==> config.mk <==
export PLATFORM = sky130hd
export DESIGN_NAME = mem_region_router
export DESIGN_NICKNAME = d
export VERILOG_FILES = /design/src/rtl/router_pkg.sv /design/src/rtl/region_decoder.sv /design/src/rtl/mem_region_router.sv
export SDC_FILE = /design/constraint.sdc
export NUM_CORES = 1
export LEC_CHECK = 0
export ABC_AREA = 0
export BUFFER_PORTS_ARGS = -buffer_cell sky130_fd_sc_hd__buf_2
export CORE_UTILIZATION = 37
export DETAILED_ROUTE_END_ITERATION = 12
export PLACE_DENSITY = 0.66
export SYNTH_ARGS = -nofsm -noshare
export SYNTH_HDL_FRONTEND = slang
export SYNTH_SLANG_ARGS = --single-unit
==> constraint.sdc <==
create_clock -name clock -period 1.9 [get_ports clock]
set_input_delay 0.38 -clock clock [delete_from_list [all_inputs] [get_ports clock]]
set_output_delay 0.38 -clock clock [all_outputs]
set_load 0.02 [all_outputs]
==> src/rtl/router_pkg.sv <==
// Shared types and constants for the core-to-slave memory request router.
// Holds the default SoC address map, the router FSM state type and the request payload.
package router_pkg;

  // Payload widths of a buffered/issued request (match the router defaults).
  localparam int unsigned REQ_ADDR_W = 32;
  localparam int unsigned REQ_DATA_W = 32;
  localparam int unsigned REQ_STRB_W = REQ_DATA_W / 8;

  // Default address map; tops are exclusive.
  localparam logic [31:0] ROM_BASE   = 32'h0000_0000;
  localparam logic [31:0] ROM_TOP    = 32'h0000_0080;
  localparam logic [31:0] PRINT_BASE = 32'h0100_0000;
  localparam logic [31:0] PRINT_TOP  = 32'h0100_0004;
  localparam logic [31:0] CLINT_BASE = 32'h0200_0000;
  localparam logic [31:0] CLINT_TOP  = 32'h0200_C000;
  localparam logic [31:0] BRAM_BASE  = 32'h8000_0000;
  localparam logic [31:0] BRAM_TOP   = 32'h9000_0000;

  // Region 0 sits in the LSBs.
  localparam logic [127:0] DEF_BASE_ADDR = {BRAM_BASE, CLINT_BASE, PRINT_BASE, ROM_BASE};
  localparam logic [127:0] DEF_TOP_ADDR  = {BRAM_TOP, CLINT_TOP, PRINT_TOP, ROM_TOP};

  typedef enum logic [1:0] {
    IDLE = 2'd0,
    WAIT = 2'd1,
    ERR  = 2'd2
  } state_t;

  typedef struct packed {
    logic                  instr;
    logic [REQ_ADDR_W-1:0] addr;
    logic [REQ_DATA_W-1:0] wdata;
    logic [REQ_STRB_W-1:0] wstrb;
  } req_t;

endpackage

==> src/rtl/region_decoder.sv <==
// Combinational address-region decoder.
// Ports: addr (request address) -> hit (any region matched),
//        sel_oh (one-hot winning region), sel (index of winning region).
// A region matches when base <= addr < top (unsigned); the lowest index wins on overlap.
module region_decoder #(
  parameter int unsigned                 NUM_SLV   = 4,
  parameter int unsigned                 ADDR_W    = 32,
  parameter int unsigned                 SEL_W     = 2,
  parameter logic [NUM_SLV*ADDR_W-1:0]   BASE_ADDR = '0,
  parameter logic [NUM_SLV*ADDR_W-1:0]   TOP_ADDR  = '0
) (
  input  logic [ADDR_W-1:0]  addr,
  output logic               hit,
  output logic [NUM_SLV-1:0] sel_oh,
  output logic [SEL_W-1:0]   sel
);

  // Walk from the highest index down so the lowest matching region is the last writer.
  always_comb begin
    hit    = 1'b0;
    sel_oh = '0;
    sel    = '0;
    for (int i = NUM_SLV - 1; i >= 0; i--) begin
      if ((addr >= BASE_ADDR[i*ADDR_W +: ADDR_W]) && (addr < TOP_ADDR[i*ADDR_W +: ADDR_W])) begin
        hit       = 1'b1;
        sel_oh    = '0;
        sel_oh[i] = 1'b1;
        sel       = SEL_W'(i);
      end
    end
  end

endmodule

==> src/rtl/mem_region_router.sv <==
// Memory-request router between one core memory port and NUM_SLV slaves.
// Regions come from the BASE_ADDR/TOP_ADDR parameter arrays; unmapped requests get an
// error response. A one-entry buffer absorbs a request arriving while busy; a request
// that finds the buffer full is dropped and raises the sticky overflow flag.
// Ports:
//   clock, reset          - clock, synchronous active-high reset
//   m_valid/m_instr/m_addr/m_wdata/m_wstrb - core request (one-cycle strobe, wstrb 0 = read)
//   m_ready/m_rdata/m_error               - core response (one-cycle strobe)
//   s_valid[NUM_SLV]                      - per-slave request strobe
//   s_instr/s_addr/s_wdata/s_wstrb        - shared request payload, held between requests
//   s_ready[NUM_SLV]/s_rdata              - per-slave response strobe and read data
//   overflow                              - sticky dropped-request flag
// Optional: define ROUTER_TIMEOUT_EN to abort a WAIT after TIMEOUT_CYC silent cycles.
module mem_region_router
  import router_pkg::*;
#(
  parameter int unsigned               NUM_SLV     = 4,
  parameter int unsigned               ADDR_W      = 32,
  parameter int unsigned               DATA_W      = 32,
  parameter logic [NUM_SLV*ADDR_W-1:0] BASE_ADDR   = DEF_BASE_ADDR,
  parameter logic [NUM_SLV*ADDR_W-1:0] TOP_ADDR    = DEF_TOP_ADDR,
  parameter int unsigned               TIMEOUT_CYC = 1024
) (
  input  logic                      clock,
  input  logic                      reset,
  input  logic                      m_valid,
  input  logic                      m_instr,
  input  logic [ADDR_W-1:0]         m_addr,
  input  logic [DATA_W-1:0]         m_wdata,
  input  logic [DATA_W/8-1:0]       m_wstrb,
  output logic                      m_ready,
  output logic [DATA_W-1:0]         m_rdata,
  output logic                      m_error,
  output logic [NUM_SLV-1:0]        s_valid,
  output logic                      s_instr,
  output logic [ADDR_W-1:0]         s_addr,
  output logic [DATA_W-1:0]         s_wdata,
  output logic [DATA_W/8-1:0]       s_wstrb,
  input  logic [NUM_SLV-1:0]        s_ready,
  input  logic [NUM_SLV*DATA_W-1:0] s_rdata,
  output logic                      overflow
);

  localparam int unsigned STRB_W = DATA_W / 8;
  localparam int unsigned SEL_W  = (NUM_SLV > 1) ? $clog2(NUM_SLV) : 1;

  state_t               state_q, state_d;
  req_t                 buf_q, buf_d;
  logic                 buf_full_q, buf_full_d;
  req_t                 issue_q, issue_d;
  logic [SEL_W-1:0]     sel_q, sel_d;
  logic [NUM_SLV-1:0]   s_valid_d;
  logic                 m_ready_d;
  logic [DATA_W-1:0]    m_rdata_d;
  logic                 m_error_d;
  logic                 overflow_d;

  req_t                 in_req;
  req_t                 src_req;
  logic                 src_valid;
  logic                 dec_hit;
  logic [NUM_SLV-1:0]   dec_oh;
  logic [SEL_W-1:0]     dec_sel;
  logic                 sel_ready;
  logic [DATA_W-1:0]    sel_rdata;

  // Incoming core request packed into the shared payload format.
  always_comb begin
    in_req       = '0;
    in_req.instr = m_instr;
    in_req.addr  = REQ_ADDR_W'(m_addr);
    in_req.wdata = REQ_DATA_W'(m_wdata);
    in_req.wstrb = REQ_STRB_W'(m_wstrb);
  end

  // A buffered request always takes priority over a fresh one.
  assign src_valid = buf_full_q | m_valid;
  assign src_req   = buf_full_q ? buf_q : in_req;

  region_decoder #(
    .NUM_SLV   (NUM_SLV),
    .ADDR_W    (ADDR_W),
    .SEL_W     (SEL_W),
    .BASE_ADDR (BASE_ADDR),
    .TOP_ADDR  (TOP_ADDR)
  ) u_decoder (
    .addr   (ADDR_W'(src_req.addr)),
    .hit    (dec_hit),
    .sel_oh (dec_oh),
    .sel    (dec_sel)
  );

  // Only the slave that owns the outstanding request is listened to.
  assign sel_ready = s_ready[sel_q];
  assign sel_rdata = s_rdata[sel_q*DATA_W +: DATA_W];

`ifdef ROUTER_TIMEOUT_EN
  localparam int unsigned CNT_W = $clog2(TIMEOUT_CYC + 1);
  logic [CNT_W-1:0] cnt_q, cnt_d;
`else
  logic unused_timeout;
  assign unused_timeout = ^TIMEOUT_CYC;
`endif

  // Next-state, response and buffer logic.
  always_comb begin
    state_d    = state_q;
    buf_d      = buf_q;
    buf_full_d = buf_full_q;
    issue_d    = issue_q;
    sel_d      = sel_q;
    s_valid_d  = '0;
    m_ready_d  = 1'b0;
    m_rdata_d  = '0;
    m_error_d  = 1'b0;
    overflow_d = overflow;
`ifdef ROUTER_TIMEOUT_EN
    cnt_d      = cnt_q;
`endif

    case (state_q)
      IDLE: begin
        if (src_valid) begin
          buf_full_d = 1'b0;
          if (dec_hit) begin
            issue_d   = src_req;
            sel_d     = dec_sel;
            s_valid_d = dec_oh;
            state_d   = WAIT;
`ifdef ROUTER_TIMEOUT_EN
            cnt_d     = '0;
`endif
          end else begin
            state_d = ERR;
          end
        end
      end
      WAIT: begin
        if (sel_ready) begin
          m_ready_d = 1'b1;
          m_rdata_d = sel_rdata;
          state_d   = IDLE;
        end
`ifdef ROUTER_TIMEOUT_EN
        else if (cnt_q == CNT_W'(TIMEOUT_CYC - 1)) begin
          m_ready_d = 1'b1;
          m_error_d = 1'b1;
          state_d   = IDLE;
        end else begin
          cnt_d = cnt_q + CNT_W'(1);
        end
`endif
      end
      ERR: begin
        m_ready_d = 1'b1;
        m_error_d = 1'b1;
        state_d   = IDLE;
      end
      default: state_d = IDLE;
    endcase

    // A request not consumed directly goes to the buffer; in IDLE with the buffer full
    // the entry is being issued this cycle, so its slot is free for the newcomer.
    if (m_valid && !((state_q == IDLE) && !buf_full_q)) begin
      if (!buf_full_q || (state_q == IDLE)) begin
        buf_d      = in_req;
        buf_full_d = 1'b1;
      end else begin
        overflow_d = 1'b1;
      end
    end
  end

  // State and output registers.
  always_ff @(posedge clock) begin
    if (reset) begin
      state_q    <= IDLE;
      buf_q      <= '0;
      buf_full_q <= 1'b0;
      issue_q    <= '0;
      sel_q      <= '0;
      s_valid    <= '0;
      m_ready    <= 1'b0;
      m_rdata    <= '0;
      m_error    <= 1'b0;
      overflow   <= 1'b0;
`ifdef ROUTER_TIMEOUT_EN
      cnt_q      <= '0;
`endif
    end else begin
      state_q    <= state_d;
      buf_q      <= buf_d;
      buf_full_q <= buf_full_d;
      issue_q    <= issue_d;
      sel_q      <= sel_d;
      s_valid    <= s_valid_d;
      m_ready    <= m_ready_d;
      m_rdata    <= m_rdata_d;
      m_error    <= m_error_d;
      overflow   <= overflow_d;
`ifdef ROUTER_TIMEOUT_EN
      cnt_q      <= cnt_d;
`endif
    end
  end

  // Shared slave payload straight from the issue register.
  assign s_instr = issue_q.instr;
  assign s_addr  = ADDR_W'(issue_q.addr);
  assign s_wdata = DATA_W'(issue_q.wdata);
  assign s_wstrb = STRB_W'(issue_q.wstrb);

endmodule
Word-level counts from Yosys, hierarchy flattened
Index checks and enable logic that the tools add are counted.
{ "totals": {"regBits": 182, "latch_bits": 0, "ram_bits": 0, "rom_bits": 0, "in_bits": 204, "output_inout_bits": 108, "elab_cells": 85, "memories": 0} }
{ "op_classes": {"addsub": 0, "n_mul": 0, "div": 0, "n_lt_le_gt_ge": 9, "eq_ne": 4, "shift": 1, "mux": 26, "n_bitwise": 7, "n_reduce_logical": 19} }
{ "ops": {"columns": ["operator", "count"], "rows": [
  ["variable part select 128 x 8 -> 32 bit", 1],
  ["2-to-1 mux 69 bit", 1],
  [">= comparator 32 x 1 -> 1 bit, second input constant", 1],
  [">= comparator 32 x 25 -> 1 bit, second input constant", 1],
  [">= comparator 32 x 26 -> 1 bit, second input constant", 1],
  [">= comparator 32 bit, second input constant", 1],
  ["less-than comparator 32 x 25 -> 1 bit, second input constant", 1],
  ["less-than comparator 32 x 26 -> 1 bit, second input constant", 1],
  ["less-than comparator 32 bit, second input constant", 1],
  ["less-than comparator 32 x 8 -> 1 bit, second input constant", 1],
  ["2-to-1 mux 2 bit", 8],
  ["2-to-1 mux 1 bit", 12],
  ["OR reduction 7 bit", 1],
  ["logical AND 1 bit", 6],
  ["NOT 1 bit", 6],
  ["AND reduction 2 bit", 3],
  ["OR reduction 6 bit", 1],
  ["OR reduction 5 bit", 1],
  ["2-to-1 mux 4 bit", 1],
  ["inequality test 2 bit, second input constant", 2],
  ["one-hot mux 2 bit (2 select lines)", 1],
  ["OR reduction 4 bit", 1],
  ["less-than comparator 2 x 3 -> 1 bit, second input constant", 1],
  ["2-to-1 mux 3 bit", 1],
  ["other kinds (10)", 11]
]} }

Logic depth before layout (Yosys ltp)
{ "logic_depth": {"depth_word": 10, "depth_mapped": 10, "depth_no_buf": 6} }

Cells and area by module
Synthesis repeated with hierarchy kept, for this count alone.
{ "unflattened": {"cells_unflattened": 794, "area_unflattened_um2": 7898.8} }
{ "by_module_without_submodules": {"columns": ["module", "instances", "cells_per_inst", "area_per_inst_um2", "seq_area_each_um2"], "rows": [
  ["mem_region_router", 1, 770, 7753.7, 3643.5],
  ["region_decoder", 1, 24, 145.1, 0.0]
]} }

Worst setup path before layout
OpenSTA, ideal clock, no wires.
{ "synth_timing": {"path_kind": "input to register", "start": "input port m_addr[20]", "end": "register issue_q, in the netlist s_addr[8]", "setup_time_ps": 128, "t_arrival_ps": 1741, "t_required_ps": 1772, "path_slack_ps": 31, "cell_stages": 8, "path_buffers": 2, "cell_sequence": "nor4_1 > nand3b_1 > a211oi_2 > o22ai_2 > buf_6 > buf_6 > a221oi_2 > nor2_1"} }
{ "synth_via": {"elab_chain_len": 8, "word_cells_on_any_way": 18, "classes_between": "8 x order compare; 5 x mux; 5 x reduce/logical"} }
{ "synth_lines": {"columns": ["item", "line_no", "rtl"], "rows": [
  ["from (decl)", "mem_region_router.sv:28", "input logic [ADDR_W-1:0] m_addr,"],
  ["2-to-1 mux 69 bit (*)", "mem_region_router.sv:78", "assign src_req = buf_full_q ? buf_q : in_req;"],
  [">= comparator 32 bit or less-than comparator 32 bit (tied branches)", "region_decoder.sv:24", "if ((addr >= BASE_ADDR[i*ADDR_W +: ADDR_W]) && (addr < TOP_ADDR[i*ADDR_W +: ADDR_W])) begin"],
  ["logical AND 1 bit", "region_decoder.sv:24", null],
  ["2-to-1 mux 1 bit (3 in series)", "region_decoder.sv:24", null],
  ["2-to-1 mux 1 bit (*)", "region_decoder.sv:24", null],
  ["AND reduction 3 bit (no source line) (*)", null, null],
  ["to (signal assigned)", "mem_region_router.sv:194", "issue_q <= issue_d;"],
  ["to (decl)", "mem_region_router.sv:50", "req_t issue_q, issue_d;"]
]} }
Every way passes the cells marked *; elsewhere a longest branch is shown, timed or not.
A chain may end at the register's enable or synchronous reset.

Final worst setup path
{ "layout_timing": {"start": "register buf_full_q", "end": "register sel_q[0]"} }
{ "layout_via": {"elab_chain_len": 8, "word_cells_on_any_way": 23, "classes_between": "8 x order compare; 9 x mux; 1 x bitwise; 5 x reduce/logical"} }
{ "layout_lines": {"columns": ["item", "line_no", "rtl"], "rows": [
  ["from (decl)", "mem_region_router.sv:49", "logic buf_full_q, buf_full_d;"],
  ["from (signal assigned)", "mem_region_router.sv:193", "buf_full_q <= buf_full_d;"],
  ["2-to-1 mux 69 bit", "mem_region_router.sv:78", null],
  [">= comparator 32 bit or less-than comparator 32 bit (tied branches)", "region_decoder.sv:24", null],
  ["logical AND 1 bit", "region_decoder.sv:24", null],
  ["2-to-1 mux 1 bit (4 in series)", "region_decoder.sv:24", null],
  ["AND reduction 3 bit (no source line)", null, null],
  ["to (signal assigned)", "mem_region_router.sv:195", "sel_q <= sel_d;"],
  ["to (decl)", "mem_region_router.sv:51", "logic [SEL_W-1:0] sel_q, sel_d;"]
]} }
Several ways; a longest one is shown, not always the timed one.

==> impl_metrics.xml <==
<?xml version="1.0" encoding="UTF-8"?>
<metrics>
  <group name="run_status">
    <metric name="outcome" unit="">finished, violations left</metric>
    <metric name="failed_checks" unit="">negative setup slack</metric>
  </group>
  <group name="sta">
    <metric name="setup_viol" unit="">69</metric>
    <metric name="max_slew.worst_pin.slew" unit="ps">516</metric>
    <metric name="fin_crit" unit="ps">2030</metric>
    <metric name="rsz0062_at_grt" unit="">true</metric>
    <metric name="layout_worst_path_cycle_share" unit="%">107</metric>
    <metric name="worst_clock_skew_on_the_final_layout" unit="ps">16.5</metric>
    <metric name="totalNegativeSetupSlack" unit="ps">-4770</metric>
    <metric name="worst_case_headroom_to_the_max_slew_limit" unit="%">65.6</metric>
    <metric name="setup_ws" unit="ps">-132</metric>
    <metric name="worst_hold_slack" unit="ps">190</metric>
    <metric name="achievable-frequency" unit="MHz">492</metric>
    <metric name="max_slew_violation_total_from_the_final_report" unit="">0</metric>
    <metric name="timing.final.hold_violations" unit="">0</metric>
  </group>
  <group name="setup_path">
    <metric name="reg2reg_setup_slack" unit="ps">-130</metric>
    <metric name="critPathKind" unit="">reg2reg</metric>
    <metric name="timing.critical_path.fanout_max" unit="">25</metric>
    <metric name="highest_delay_cell_along_the_critical_path" unit="">sky130_fd_sc_hd__dfxtp_4</metric>
    <metric name="r2r_start" unit="">buf_full_q</metric>
    <metric name="capture_point_of_the_worst_reg_to_reg_path" unit="">sel_q[0]</metric>
    <metric name="critPathLaunchType" unit="">flop</metric>
    <metric name="stage_delay_of_the_slowest_cell_on_the_critical_path" unit="ps">370</metric>
    <metric name="worst_ep_arrival_time" unit="ps">2350</metric>
    <metric name="r2r.worst_path.cells" unit="">9</metric>
    <metric name="critical_path.top_delay_family" unit="">compound AO/OA/AOI/OAI gates</metric>
    <metric name="cpMostUsedCell" unit="">sky130_fd_sc_hd__buf_12</metric>
    <metric name="critical_path_buf_inv_count" unit="">3</metric>
    <metric name="critPathRequiredTime" unit="ps">2220</metric>
    <metric name="timing.critical_path.to_type" unit="">flop</metric>
    <metric name="cp_cell_sequence" unit="">buf_12 -&gt; nor2b_1 -&gt; a221oi_2 -&gt; buf_4 -&gt; a21oi_4 -&gt; o22ai_4 -&gt; buf_12 -&gt; o21bai_1 -&gt; and3b_1</metric>
  </group>
  <group name="placement">
    <metric name="dp_hpwl" unit="um">20400</metric>
    <metric name="portBuffers" unit="">311</metric>
    <metric name="dp_worst_setup_slack" unit="ps">-341</metric>
    <metric name="gp_routability_congestion" unit="">0.790</metric>
    <metric name="post_dp_cell_area" unit="um^2">11500</metric>
    <metric name="place_inst" unit="">1689</metric>
  </group>
  <group name="pwr">
    <metric name="power.ir.vdd_worst" unit="V">0.000488</metric>
    <metric name="static-leakage-power" unit="nW">5.17</metric>
    <metric name="p_per_area" unit="nW/um^2">766</metric>
    <metric name="design_power_total" unit="mW">9.45</metric>
  </group>
  <group name="global_routing">
    <metric name="initial_antenna_violation_count" unit="">2</metric>
    <metric name="grt_first_pass_wirelength" unit="um">44100</metric>
    <metric name="grt_overflow_total" unit="">0</metric>
    <metric name="grt_pass1_vias" unit="">8297</metric>
    <metric name="pin_count_of_the_biggest_net_entering_global_routing" unit="">55</metric>
    <metric name="grtUsageTotal" unit="%">22.7</metric>
  </group>
  <group name="drt">
    <metric name="route.vias.total" unit="">9086</metric>
    <metric name="remaining_drc_errors" unit="">0</metric>
    <metric name="wl_per_cell" unit="um">16.9</metric>
    <metric name="met3WireLength" unit="um">2050</metric>
    <metric name="ant_nets" unit="">0</metric>
    <metric name="drt_first_pass_iters" unit="">5</metric>
    <metric name="drt_first_iter_violations" unit="">678</metric>
    <metric name="routed-wl-met2" unit="um">13600</metric>
    <metric name="vias_per_cell" unit="">5.26</metric>
    <metric name="wl_met1" unit="um">13100</metric>
    <metric name="drt_wl_total" unit="um">29200</metric>
    <metric name="topRoutingLayerUsed" unit="">met4</metric>
  </group>
  <group name="die">
    <metric name="fp.coreArea" unit="um^2">23700</metric>
    <metric name="placement_rows" unit="">56</metric>
    <metric name="floorplan.initialDensity" unit="%">38.1</metric>
    <metric name="num_io_pins" unit="">312</metric>
    <metric name="floorplan.die_area" unit="um^2">25000</metric>
    <metric name="die_h" unit="um">158</metric>
    <metric name="chipWidth" unit="um">158</metric>
  </group>
  <group name="clock_tree">
    <metric name="clock_tree.htree_level_count" unit="">4</metric>
    <metric name="clkTransAtPathRegs" unit="ps">70</metric>
    <metric name="clock_buffer_count_from_cts" unit="">17</metric>
    <metric name="cts.sinks" unit="">182</metric>
    <metric name="cts_tree" unit="">built</metric>
    <metric name="cts_buffer_depth" unit="">2</metric>
    <metric name="worst_skew_pair.late_latency" unit="ps">440</metric>
    <metric name="hold_buffers" unit="">0</metric>
    <metric name="clk_root_buffer_cell" unit="">sky130_fd_sc_hd__clkbuf_16</metric>
  </group>
  <group name="final_layout">
    <metric name="fin_util" unit="%">52.1</metric>
    <metric name="layout-drive-gt1-share" unit="%">38.0</metric>
    <metric name="final-instance-count-excl-fill" unit="">1727</metric>
    <metric name="total_non_filler_cell_area_in_the_finished_layout" unit="um^2">12300</metric>
    <metric name="filler_cell_count" unit="">2219</metric>
    <metric name="synthToLayoutAreaGrowth" unit="%">36.7</metric>
    <metric name="fin_nets" unit="">1601</metric>
  </group>
  <group name="synthesis">
    <metric name="netlist_top_cells_area" unit="">sky130_fd_sc_hd__dfxtp_1, sky130_fd_sc_hd__nand2_1, sky130_fd_sc_hd__mux4_2</metric>
    <metric name="synth.yosys.warnings" unit="">0</metric>
    <metric name="synth_largest_type_area_fraction" unit="%">40.3</metric>
    <metric name="prevailing_post_synth_register_cell" unit="">sky130_fd_sc_hd__dfxtp_1</metric>
    <metric name="mappedNetlistArea" unit="um^2">9030</metric>
    <metric name="most_frequent_cell_after_synthesis" unit="">sky130_fd_sc_hd__nand2_1</metric>
    <metric name="synth_edf_count" unit="">0</metric>
    <metric name="post-synth-top-area-cell" unit="">sky130_fd_sc_hd__dfxtp_1</metric>
    <metric name="async_reset_ff_share" unit="%">0</metric>
    <metric name="synth_nets" unit="">1271</metric>
    <metric name="synth-seq-cells" unit="">182</metric>
    <metric name="avgSynthCellArea" unit="um^2">8.49</metric>
    <metric name="post_synthesis_instance_total" unit="">1064</metric>
    <metric name="synth_sequential_area_ratio" unit="%">40.3</metric>
    <metric name="post_synth_most_frequent_cells" unit="">sky130_fd_sc_hd__nand2_1, sky130_fd_sc_hd__dfxtp_1, sky130_fd_sc_hd__a21oi_1</metric>
    <metric name="synthDistinctLibCells" unit="">48</metric>
  </group>
  <group name="min_path">
    <metric name="min-delay-start" unit="">m_wdata[0]</metric>
    <metric name="worstHoldPathType" unit="">in2reg</metric>
    <metric name="min_to" unit="">buf_q[4]</metric>
    <metric name="min_path_cells" unit="">3</metric>
  </group>
  <group name="job">
    <metric name="max_cap_violations" unit="">0</metric>
  </group>
</metrics>
-- final cells by class --
| class | count | area (um^2) | area share (%) |
|---|---|---|---|
| Antenna cell | 1 | 2.50 | 0.0203 |
| Clock buffer | 22 | 464 | 3.76 |
| Clock inverter | 10 | 120 | 0.973 |
| Inverter | 3 | 11.3 | 0.0912 |
| Multi-Input combinational cell | 784 | 5210 | 42.2 |
| Sequential cell | 182 | 3650 | 29.6 |
| Tap cell | 319 | 399 | 3.23 |
| Timing Repair Buffer | 406 | 2490 | 20.2 |
-- cells by family (layout without fill, tap and decap cells) --
family / Yosys count / count (layout) / synth area share [%]
AND/OR/NAND/NOR: 464 / 464 / 23.0
AO/OA/AOI/OAI: 280 / 281 / 22.5
flip-flops: 182 / 182 / 40.3
buffers and inverters: 99 / 441 / 5.17
multiplexers: 35 / 35 / 8.45
adder cells (fa/ha/maj): 3 / 3 / 0.416
XOR/XNOR: 1 / 1 / 0.0970
other: 0 / 1 / 0
-- worst max-delay path by stage --
stage,start,endpoint,slack (ps),cells after the start
2_1_floorplan,m_addr[20],s_addr[8],30,8
3_3_place_gp,m_addr[28],s_wdata[17],-330,8
3_5_place_dp,m_addr[16],s_wdata[21],-340,8
4_1_cts,buf_full_q,sel_q[0],-130,9
5_1_grt,buf_full_q,s_wdata[21],-240,7
6_report,buf_full_q,sel_q[0],-130,9
-- metal layers --
layer,vias up,GRT usage (%)
met1,4317,30.6
met2,315,36.1
met5,-,0
li1,4426,-
met4,0,6.41
met3,28,5.28
-- power by group --
| group | internal (mW) | total, mW | switching [mW] |
|---|---|---|---|
| clock network | 2.02 | 3.60 | 1.58 |
| registers | 3.98 | 4.10 | 0.122 |
| logic | 0.812 | 1.75 | 0.942 |
| total | 6.81 | 9.45 | 2.65 |
-- sequential cells by signal (all words and copies together) (netlist names) --
signal      flops
buf_q          69
m_rdata        32
s_addr         32
s_wdata        32
s_valid         4
s_wstrb         4
sel_q           2
state_q         2
buf_full_q      1
m_error         1
m_ready         1
overflow        1
s_instr         1
-- worst register-to-register path, stage by stage, from the launching register on --
cell and delay, ps:
sky130_fd_sc_hd__dfxtp_4 370, sky130_fd_sc_hd__buf_12 150, sky130_fd_sc_hd__nor2b_1 150, sky130_fd_sc_hd__a221oi_2 280
sky130_fd_sc_hd__buf_4 170, sky130_fd_sc_hd__a21oi_4 40, sky130_fd_sc_hd__o22ai_4 290, sky130_fd_sc_hd__buf_12 240
sky130_fd_sc_hd__o21bai_1 80, sky130_fd_sc_hd__and3b_1 160
-- what timing repair did --
item                       in CTS  in global routing
cloned                          1                  0
pin swaps                       6                  2
setup endpoints to repair      75                 74
gates resized for setup        22                 22
buffers inserted                3                  1
-- cells in the final DEF (no fill, tap or decap), types with 8 or more instances in the layout --
| master | n |
|---|---|
| sky130_fd_sc_hd__a22o_1 | 54 |
| sky130_fd_sc_hd__nor2_1 | 70 |
| sky130_fd_sc_hd__dfxtp_1 | 178 |
| sky130_fd_sc_hd__buf_12 | 16 |
| sky130_fd_sc_hd__a21oi_1 | 85 |
| sky130_fd_sc_hd__a221oi_2 | 30 |
| sky130_fd_sc_hd__nor2b_1 | 36 |
| sky130_fd_sc_hd__buf_4 | 76 |
| sky130_fd_sc_hd__and2_1 | 57 |
| sky130_fd_sc_hd__nor3_1 | 8 |
| sky130_fd_sc_hd__o2bb2ai_2 | 11 |
| sky130_fd_sc_hd__mux4_2 | 33 |
| sky130_fd_sc_hd__a221oi_1 | 25 |
| sky130_fd_sc_hd__nand2_1 | 263 |
| sky130_fd_sc_hd__buf_2 | 310 |
| sky130_fd_sc_hd__o21ai_0 | 54 |
| sky130_fd_sc_hd__clkbuf_16 | 17 |
Note: power is estimated with default switching activity, not from simulation.
